==> config.mk <==
export PLATFORM = sky130hd
export DESIGN_NAME = seq_det_ctrl_flat
export DESIGN_NICKNAME = d
export VERILOG_FILES = /design/src/rtl/seq_det_pkg.sv /design/src/rtl/seq_det_ctrl_if.sv /design/src/rtl/seq_hist_shift.sv /design/src/rtl/seq_det_ctrl.sv /design/src/flat_wrapper.sv
export SDC_FILE = /design/constraint.sdc
export NUM_CORES = 1
export LEC_CHECK = 0
export CAP_MARGIN = 20
export CELL_PAD_IN_SITES_DETAIL_PLACEMENT = 1
export CELL_PAD_IN_SITES_GLOBAL_PLACEMENT = 2
export CORE_UTILIZATION = 30
export DETAILED_ROUTE_END_ITERATION = 10
export PLACE_DENSITY = 0.86
export SLEW_MARGIN = 20
export SYNTH_ARGS = -nofsm -noshare
export SYNTH_HDL_FRONTEND = slang
export SYNTH_SLANG_ARGS = --single-unit
export TNS_END_PERCENT = 5
==> constraint.sdc <==
create_clock -name clk -period 3.34 [get_ports clk]
set_input_delay 0.501 -clock clk [delete_from_list [all_inputs] [get_ports clk]]
set_output_delay 0.501 -clock clk [all_outputs]
set_load 0.01 [all_outputs]
==> src/rtl/seq_det_pkg.sv <==
// seq_det_pkg
// Shared definitions for the serial-pattern detection controller:
// FSM state encoding and default sizing constants.
// Optional build macro used by the design: SEQ_DET_OVERLAP_EN.
package seq_det_pkg;

  localparam int unsigned MAX_LEN_DEF = 8;
  localparam int unsigned LEN_W_DEF   = 4;
  localparam int unsigned CNT_W_DEF   = 16;

  typedef enum logic [1:0] {
    IDLE = 2'd0,
    RUN  = 2'd1,
    HIT  = 2'd2
  } state_t;

endpackage

==> src/rtl/seq_det_ctrl_if.sv <==
// seq_det_ctrl_if
// Flow-controlled serial input and hit output of the detection controller.
//   x_valid / x / x_ready        : serial bit stream, accepted on valid & ready
//   hit_valid / hit_ready        : detection event, consumed on valid & ready
// modport master : source of bits / consumer of hits (testbench, upstream)
// modport slave  : the detection controller
interface seq_det_ctrl_if;
  logic x_valid;
  logic x;
  logic x_ready;
  logic hit_valid;
  logic hit_ready;

  modport master (output x_valid, output x, input x_ready,
                  input hit_valid, output hit_ready);
  modport slave  (input x_valid, input x, output x_ready,
                  output hit_valid, input hit_ready);
endinterface

==> src/rtl/seq_hist_shift.sv <==
// seq_hist_shift
// Bit history shift register with a saturating fill counter.
//   clk, rst_n : clock, synchronous active-low reset
//   shift_en   : shift bit_in into hist[0] and bump fill
//   bit_in     : incoming serial bit
//   clr        : clear hist and fill (wins over shift_en)
//   hist       : most recent bits, hist[0] = newest
//   fill       : number of valid bits in hist, saturates at MAX_LEN
module seq_hist_shift #(
  parameter int unsigned MAX_LEN = 8,
  parameter int unsigned LEN_W   = 4
) (
  input  logic               clk,
  input  logic               rst_n,
  input  logic               shift_en,
  input  logic               bit_in,
  input  logic               clr,
  output logic [MAX_LEN-1:0] hist,
  output logic [LEN_W-1:0]   fill
);

  localparam logic [LEN_W-1:0] FILL_MAX = LEN_W'(MAX_LEN);

  always_ff @(posedge clk) begin
    if (!rst_n || clr) begin
      hist <= '0;
      fill <= '0;
    end else if (shift_en) begin
      hist <= {hist[MAX_LEN-2:0], bit_in};
      if (fill != FILL_MAX) fill <= fill + 1'b1;
    end
  end

endmodule

==> src/rtl/seq_det_ctrl.sv <==
// seq_det_ctrl
// Programmable serial-pattern detector. Scans a valid/ready bit stream for
// a configured pattern of 1..MAX_LEN bits, reports each detection through a
// hit valid/ready handshake and keeps a saturating count of consumed hits.
// Ports:
//   clk, rst_n            : clock, synchronous active-low reset
//   cfg_wr/pattern/len    : config write (accepted only in IDLE, len 1..MAX_LEN)
//   cfg_err               : one-cycle pulse when a config write is rejected
//   enable                : run request
//   cnt_clr               : clear hit_count (wins over a coincident hit)
//   sif                   : serial input and hit handshake (slave modport)
//   hit_count             : completed hit handshakes, saturating
//   busy                  : controller not in IDLE
// Build macro SEQ_DET_OVERLAP_EN: keep history on a match so overlapping
// occurrences are reported; undefined, each match needs len fresh bits.
//
// state | meaning
// IDLE  | stopped, config writes allowed
// RUN   | accepting bits and comparing
// HIT   | detection pending, input stalled until hit_ready
module seq_det_ctrl
  import seq_det_pkg::*;
#(
  parameter int unsigned MAX_LEN = MAX_LEN_DEF,
  parameter int unsigned LEN_W   = LEN_W_DEF,
  parameter int unsigned CNT_W   = CNT_W_DEF
) (
  input  logic               clk,
  input  logic               rst_n,
  input  logic               cfg_wr,
  input  logic [MAX_LEN-1:0] cfg_pattern,
  input  logic [LEN_W-1:0]   cfg_len,
  output logic               cfg_err,
  input  logic               enable,
  input  logic               cnt_clr,
  seq_det_ctrl_if.slave      sif,
  output logic [CNT_W-1:0]   hit_count,
  output logic               busy
);

  localparam logic [LEN_W-1:0] LEN_MAX = LEN_W'(MAX_LEN);

  state_t             state, state_nxt;
  logic [MAX_LEN-1:0] pattern;
  logic [LEN_W-1:0]   len;
  logic [MAX_LEN-1:0] hist, hist_nxt, mask;
  logic [LEN_W-1:0]   fill, fill_nxt;
  logic               accept, match, handshake, hist_clr, cfg_ok;

  seq_hist_shift #(.MAX_LEN(MAX_LEN), .LEN_W(LEN_W)) u_hist (
    .clk      (clk),
    .rst_n    (rst_n),
    .shift_en (accept),
    .bit_in   (sif.x),
    .clr      (hist_clr),
    .hist     (hist),
    .fill     (fill)
  );

  assign accept    = (state == RUN) && sif.x_valid;
  assign handshake = (state == HIT) && sif.hit_ready;
  assign cfg_ok    = (cfg_len != '0) && (cfg_len <= LEN_MAX);

  // Compare against the history as it will look after this bit is shifted in.
  assign hist_nxt = {hist[MAX_LEN-2:0], sif.x};
  assign fill_nxt = (fill >= LEN_MAX) ? LEN_MAX : fill + 1'b1;

  always_comb begin
    mask = '0;
    for (int i = 0; i < int'(MAX_LEN); i++) mask[i] = (i < int'(len));
  end

  assign match = accept && (fill_nxt >= len) &&
                 (((hist_nxt ^ pattern) & mask) == '0);

  always_comb begin
    state_nxt = state;
    case (state)
      IDLE:    if (enable && len != '0) state_nxt = RUN;
      RUN:     if (match) state_nxt = HIT;
               else if (!enable) state_nxt = IDLE;
      HIT:     if (sif.hit_ready) state_nxt = enable ? RUN : IDLE;
      default: state_nxt = IDLE;
    endcase
  end

  // History is dropped whenever the controller stops; without the overlap
  // build it is also dropped on every match so the next hit needs fresh bits.
`ifdef SEQ_DET_OVERLAP_EN
  assign hist_clr = (state != IDLE) && (state_nxt == IDLE);
`else
  assign hist_clr = ((state != IDLE) && (state_nxt == IDLE)) ||
                    ((state == RUN) && (state_nxt == HIT));
`endif

  always_ff @(posedge clk) begin
    if (!rst_n) begin
      state         <= IDLE;
      pattern       <= '0;
      len           <= '0;
      hit_count     <= '0;
      cfg_err       <= 1'b0;
      busy          <= 1'b0;
      sif.x_ready   <= 1'b0;
      sif.hit_valid <= 1'b0;
    end else begin
      state         <= state_nxt;
      busy          <= (state_nxt != IDLE);
      sif.x_ready   <= (state_nxt == RUN);
      sif.hit_valid <= (state_nxt == HIT);
      cfg_err       <= cfg_wr && !((state == IDLE) && cfg_ok);
      if (cfg_wr && (state == IDLE) && cfg_ok) begin
        pattern <= cfg_pattern;
        len     <= cfg_len;
      end
      if (cnt_clr) hit_count <= '0;
      else if (handshake && (hit_count != '1)) hit_count <= hit_count + 1'b1;
    end
  end

endmodule

==> src/flat_wrapper.sv <==
// flat-port wrapper written by rule: the top's interface ports become plain ports
module seq_det_ctrl_flat import seq_det_pkg::*;
#(
  parameter int unsigned MAX_LEN = MAX_LEN_DEF,
  parameter int unsigned LEN_W   = LEN_W_DEF,
  parameter int unsigned CNT_W   = CNT_W_DEF
)
  (clk, rst_n, cfg_wr, cfg_pattern, cfg_len, cfg_err, enable, cnt_clr, hit_count, busy, sif_x_valid, sif_x, sif_x_ready, sif_hit_valid, sif_hit_ready);
  seq_det_ctrl_if sif_i ();
  input  logic clk;
  input  logic rst_n;
  input  logic cfg_wr;
  input  logic [MAX_LEN-1:0] cfg_pattern;
  input  logic [LEN_W-1:0] cfg_len;
  output logic cfg_err;
  input  logic enable;
  input  logic cnt_clr;
  output logic [CNT_W-1:0] hit_count;
  output logic busy;
  input wire logic [$bits(sif_i.x_valid)-1:0] sif_x_valid;
  input wire logic [$bits(sif_i.x)-1:0] sif_x;
  output wire logic [$bits(sif_i.x_ready)-1:0] sif_x_ready;
  output wire logic [$bits(sif_i.hit_valid)-1:0] sif_hit_valid;
  input wire logic [$bits(sif_i.hit_ready)-1:0] sif_hit_ready;
  assign sif_i.x_valid = sif_x_valid;
  assign sif_i.x = sif_x;
  assign sif_x_ready = sif_i.x_ready;
  assign sif_hit_valid = sif_i.hit_valid;
  assign sif_i.hit_ready = sif_hit_ready;
  seq_det_ctrl #(.MAX_LEN(MAX_LEN), .LEN_W(LEN_W), .CNT_W(CNT_W)) u_core (.clk(clk), .rst_n(rst_n), .cfg_wr(cfg_wr), .cfg_pattern(cfg_pattern), .cfg_len(cfg_len), .cfg_err(cfg_err), .enable(enable), .cnt_clr(cnt_clr), .sif(sif_i), .hit_count(hit_count), .busy(busy));
endmodule
---- Word level (Yosys, flattened, before mapping) ----
Cells that the tools add are included.
word-level totals
  output and inout port bits .............. 20
  bits of input ports ..................... 20
  word-level logic and storage cells ...... 65
  register bits ........................... 45
operators by class
  muxes and demuxes ....................... 7
  magnitude comparators ................... 11
  bitwise operators ....................... 3
  equality and inequality tests ........... 6
  reductions and logical operators ........ 26
  add/subtract/negate cells ............... 2
operators by type and width
  cell                                                                    count
  16-bit by 1-bit adder with 16-bit output (second input constant)        1
  3-bit by 4-bit < comparator with 1-bit output (first input constant)    4
  16-bit != test (second input constant)                                  1
  1-bit logical AND                                                       13
  8-bit bitwise AND                                                       1
  8-bit zero test                                                         1
  1-bit by 4-bit < comparator with 1-bit output (first input constant)    2
  2-bit by 4-bit < comparator with 1-bit output (first input constant)    2
  2-bit 2-to-1 mux                                                        4
  4-bit nonzero test                                                      2
  8-bit XOR                                                               1
  2-bit one-hot mux with 3 select lines                                   1
  4-bit by 1-bit adder with 4-bit output (second input constant)          1
  2-bit by 1-bit equality test with 1-bit output (second input constant)  2
  2-bit equality test (second input constant)                             2
  4-bit greater-or-equal comparator                                       1
  4-bit greater-or-equal comparator (second input constant)               1
  4-bit <= comparator (second input constant)                             1
  2-bit zero test                                                         2
  4-bit 2-to-1 mux                                                        1
  4-bit != test (second input constant)                                   1
  2-bit nonzero test                                                      2
  1-bit zero test                                                         2
  1-bit logical OR                                                        2
  4 further kinds                                                         4

---- Depth between registers and ports, before layout ----
  depth in word-level cells ............... 11
  mapped depth ............................ 10
  mapped depth without buffers ............ 9

---- By module ----
A second synthesis with hierarchy kept.
second synthesis, totals
  cells, all modules ...................... 270
  area total of the unflattened synthesis .. 2416.1 µm²
by module, submodules not included
  module          cells an instance  times used  area an instance (µm²)  sequential area each (µm²)
  seq_det_ctrl    220                1           1895.6                  680.7
  seq_hist_shift  50                 1           520.5                   240.2

---- Least setup slack after synthesis ----
No wires, ideal clock.
  kind .................................... reg-to-reg
  from .................................... register u_core.u_hist.fill[0]
  to ...................................... register u_core.busy
  data arrival time ....................... 2073 ps
  slack ................................... 1147 ps
  library setup time ...................... 120 ps
  period minus slack after synthesis ...... 2193 ps
  cell stages (with the launch flop) ...... 9
  path buffers ............................ 0
  required time ........................... 3220 ps
  cells stage by stage .................... dfxtp_1 > inv_1 > ha_1 > nor2b_1 > ha_1 > a2111oi_2 > nor4_4 > o221a_2 > or2_1
between the ends
  word-level cells in the longest chain between the ends .. 8
  elaborated cells between the ends (all ways) .. 9
  those cells by class .................... add/sub (1); order compare (2); mux (3); reduce/logical (3)
ends and longest elaborated chain
  what                                                                                         line                  RTL
  start, declared                                                                              seq_hist_shift.sv:19  output logic [LEN_W-1:0] fill
  start signal, assigned                                                                       seq_hist_shift.sv:30  if (fill != FILL_MAX) fill <= fill + 1'b1;
  4-bit by 1-bit adder with 4-bit output or 4-bit greater-or-equal comparator (tied branches)  seq_det_ctrl.sv:66    assign fill_nxt = (fill >= LEN_MAX) ? LEN_MAX : fill + 1'b1;
  4-bit 2-to-1 mux (*)                                                                         seq_det_ctrl.sv:66
  4-bit greater-or-equal comparator (*)                                                        seq_det_ctrl.sv:73    assign match = accept && (fill_nxt >= len) &&
  1-bit logical AND (*) (2 in a row)                                                           seq_det_ctrl.sv:73
  2-bit 2-to-1 mux (*)                                                                         seq_det_ctrl.sv:80    RUN: if (match) state_nxt = HIT;
  2-bit one-hot mux with 3 select lines (*)                                                    seq_det_ctrl.sv:78    case (state)
  2-bit nonzero test (*)                                                                       seq_det_ctrl.sv:108   busy <= (state_nxt != IDLE);
  end signal, assigned                                                                         seq_det_ctrl.sv:108
  end, declared                                                                                seq_det_ctrl.sv:38    output logic busy
Mark *: on every way between the ends. The rest lies on a longest branch, timed or not.
A chain may end at the register's enable or synchronous reset.

---- Final worst setup path ----
  from .................................... register u_core.u_hist.fill[0]
  to ...................................... register u_core.u_hist.hist[6]
between the ends
  word-level cells in the longest chain between the ends .. 11
  elaborated cells between the ends (all ways) .. 14
  those cells by class .................... add/sub (1); order compare (2); eq/ne (1); mux (3); reduce/logical (7)
ends and longest elaborated chain
  what                                                                                         line                                    RTL
  4-bit by 1-bit adder with 4-bit output or 4-bit greater-or-equal comparator (tied branches)  seq_det_ctrl.sv:66
  4-bit 2-to-1 mux (*)                                                                         seq_det_ctrl.sv:66
  4-bit greater-or-equal comparator (*)                                                        seq_det_ctrl.sv:73
  1-bit logical AND (*) (2 in a row)                                                           seq_det_ctrl.sv:73
  2-bit 2-to-1 mux (*)                                                                         seq_det_ctrl.sv:80
  2-bit one-hot mux with 3 select lines (*)                                                    seq_det_ctrl.sv:78
  2-bit equality test or 2-bit zero test (tied branches)                                       seq_det_ctrl.sv:93, seq_det_ctrl.sv:92
  1-bit logical AND, on equally long branches                                                  seq_det_ctrl.sv:93, seq_det_ctrl.sv:92
  1-bit logical OR (*)                                                                         seq_det_ctrl.sv:92                      assign hist_clr = ((state != IDLE) && (state_nxt == IDLE)) ||
  1-bit logical OR (*)                                                                         seq_hist_shift.sv:25                    if (!rst_n || clr) begin
  end signal, assigned                                                                         seq_hist_shift.sv:29                    hist <= {hist[MAX_LEN-2:0], bit_in};
  end, declared                                                                                seq_hist_shift.sv:18                    output logic [MAX_LEN-1:0] hist,
Marks and branches as above.

==> impl_metrics.env <==
export IMPL_worst_slew_pin_slew_ns=0.650
export IMPL_vias_per_cell=4.90
export IMPL_nets=314
export IMPL_path_class="reg -> reg"
export IMPL_grt_overflow=0
export IMPL_dpl_hpwl_um=4190
export IMPL_slew_limit_headroom_pct=56.6
export IMPL_syn_to_final_growth_pct=23.8
export IMPL_timing_critical_path_mode_cell="ha_1"
export IMPL_initial_core_util_pct=31.3
export IMPL_postSynthRegisterBits=45
export IMPL_clock_sinks=45
export IMPL_die_area_um2=7960
export IMPL_mostFrequentLayoutCell="dfxtp_1"
export IMPL_rows=31
export IMPL_arrival_ns=2.69
export IMPL_netlist_instances=250
export IMPL_tritoncts="yes"
export IMPL_syn_cell_area_um2=2280
export IMPL_via_count=1891
export IMPL_cts_resized=0
export IMPL_pwr_share_comb_pct=12.8
export IMPL_drive_above_1_share_pct=9.41
export IMPL_die_h_um=89.2
export IMPL_critPathMaxFanout=11
export IMPL_slowest_stage="o211a_1"
export IMPL_sequentialPowerShare_pct=54.4
export IMPL_finalClockSkew_ns=0.00628
export IMPL_grt_pass1_vias=1828
export IMPL_switching_share_pct=25.2
export IMPL_setup_viol=0
export IMPL_cp_cell_sequence="inv_1, ha_1, nor2b_1, ha_1, a2111oi_2, nor4_4, o211a_1, a21oi_1"
export IMPL_worstPathRequired_ns=3.57
export IMPL_drc=0
export IMPL_report_final_slew_viol_count=0
export IMPL_synth_edff_count=0
export IMPL_worstSkewPairLatency_ns=0.30
export IMPL_syn_nets=277
export IMPL_final_cell_mix="45 x dfxtp_1, 39 x clkdlybuf4s50_1, 32 x nor2_1"
export IMPL_maxCapViolCount=0
export IMPL_gp_congestion=0.693
export IMPL_grt_pass1_wl_um=8900
export IMPL_numPortBuffers=39
export IMPL_min_path_type="reg -> reg"
export IMPL_root_buffer="clkbuf_8"
export IMPL_rsz0062_at_grt="false"
export IMPL_coreArea_um2=7290
export IMPL_status="finished, final reports clean"
export IMPL_io_pins=40
export IMPL_total_power_mw=1.05
export IMPL_synth_area_per_cell_um2=9.13
export IMPL_async_flop_share_pct=0
export IMPL_diodes=0
export IMPL_finalSetupTns_ns=0
export IMPL_vdd_ir_drop_max_uv=123
export IMPL_cp_end_kind="flip-flop"
export IMPL_leakage_nw=1.01
export IMPL_synth_flop_cell="dfxtp_1"
export IMPL_cts_hold_buf=0
export IMPL_grt_total_usage_pct=14.6
export IMPL_wl_per_cell_um=13.9
export IMPL_drt_total_wl_um=5360
export IMPL_fp_dieW_um=89.2
export IMPL_antenna_found_initial=0
export IMPL_dr_pass1_iters=4
export IMPL_ys_types=52
export IMPL_clkTransAtPathRegs_ns=0.08
export IMPL_fillCellCount=887
export IMPL_drtIter0Drc=77
export IMPL_grt_max_degree=15
export IMPL_htreeDepth=2
export IMPL_p_switching_mw=0.264
export IMPL_post_cts_repair_setup_buffers=0
export IMPL_fin_crit_ns=2.47
export IMPL_antenna_left=0
export IMPL_clockPowerShare_pct=32.8
export IMPL_clockBufferDepth=2
export IMPL_p_int_mw=0.783
export IMPL_yosys_warnings=0
export IMPL_post_route_util_pct=38.7
export IMPL_numCtsBuffers=5
export IMPL_fin_crit_sh_pct=73.9
export IMPL_critical_path_max_stage_delay_ns=0.46
export IMPL_start_kind="flip-flop"
export IMPL_p_per_area_nw_per_um2=371
export IMPL_fmax_ghz=0.405
export IMPL_final_hold_viol_count=0
export IMPL_yosysSeqAreaShare_pct=39.5
logic make-up after synthesis:
kind of cell / Yosys count / synth area share (%)
DFF: 45 / 39.5
xor gates and xnor gates: 23 / 8.83
AOI/OAI and AO/OA: 39 / 13.5
adders and majority gates: 7 / 3.84
buffers and inverters: 17 / 3.84
muxes: 13 / 5.70
and+or+nand+nor: 106 / 24.8
layer usage:
metal,global-route usage (%),routed length [um],up-vias
met5,0,0,-
met2,23.9,2530,39
met1,19.3,2550,897
li1,-,-,947
met3,3.14,210,8
met4,4.33,72,0
cells in the mapped netlist (all sizes together) (6+ instances only):
| cell | n | share of area (%) |
|---|---|---|
| dfxtp | 45 | 39 |
| nor2 | 35 | 6.1 |
| a21oi | 11 | 3.6 |
| mux2i | 13 | 5.7 |
| xnor2 | 22 | 8.4 |
| nand2 | 28 | 4.7 |
| nand3 | 6 | 1.3 |
| ha | 7 | 3.8 |
| inv | 8 | 1.3 |
| nor3 | 8 | 1.8 |
| o21ai | 7 | 1.5 |
power by group through the flow:
| stage | clock network (mW) | logic, mW | registers (mW) |
|---|---|---|---|
| global placement | 0 | 0.134 | 0.583 |
| floorplan | 0 | 0.0914 | 0.578 |
| global route | 0.388 | 0.148 | 0.572 |
| detailed placement | 0 | 0.136 | 0.583 |
| CTS | 0.360 | 0.136 | 0.570 |
| finish | 0.343 | 0.134 | 0.570 |
worst paths after layout:
check,from,to,slack (ns),cells after the start
hold / removal,u_core.u_hist.hist[6]$_SDFFE_PP0P_,u_core.u_hist.hist[6]$_SDFFE_PP0P_,0.48,2
hold reg to reg,u_core.u_hist.hist[6]$_SDFFE_PP0P_,u_core.u_hist.hist[6]$_SDFFE_PP0P_,0.48,2
setup / recovery,u_core.u_hist.fill[0]$_SDFFE_PP0P_,u_core.u_hist.hist[6]$_SDFFE_PP0P_,0.87,8
setup reg to reg,u_core.u_hist.fill[0]$_SDFFE_PP0P_,u_core.u_hist.hist[6]$_SDFFE_PP0P_,0.87,8
area by class of cell:
cell class	instances	area (um2)	share of cell area (%)
clock buffers	7	86.3	3.06
inverters	8	30.0	1.06
multi-input cells	188	1290	45.8
flip-flops and latches	45	901	31.9
well taps	99	124	4.38
repair buffers	39	390	13.8
state kept, by name, summed over array words and instances (netlist names):
signal and flops:
u_core.hit_count 16, u_core.pattern 8, u_core.u_hist.hist 7, u_core.len 4
u_core.u_hist.fill 4, u_core.state 2, u_core.busy 1, u_core.cfg_err 1
u_core.sif.hit_valid 1, u_core.sif.x_ready 1
worst max-delay path, delay by kind of cell, from the launching register on:
kind	cells	cell delay (ns)
and+or+nand+nor	2	0.24
AOI/OAI and AO/OA	3	1.07
adders and majority gates	2	0.60
buffers and inverters	1	0.10
DFF	1	0.39
per-stage QoR:
| step | area [um2] | hold WS (ns) | setup slack [ns] | cells |
|---|---|---|---|---|
| final | 2830 | 0.483 | 0.873 | 386 |
| after global placement | 2740 | 0.465 | 0.672 | 379 |
| after global routing | 2830 | 0.512 | 0.718 | 386 |
| after detailed placement | 2740 | 0.466 | 0.590 | 379 |
| after CTS | 2830 | 0.479 | 0.853 | 386 |
| after floorplan | 2280 | 0.448 | 1.15 | 250 |
No activity file was read; power rests on OpenSTA's default activity.
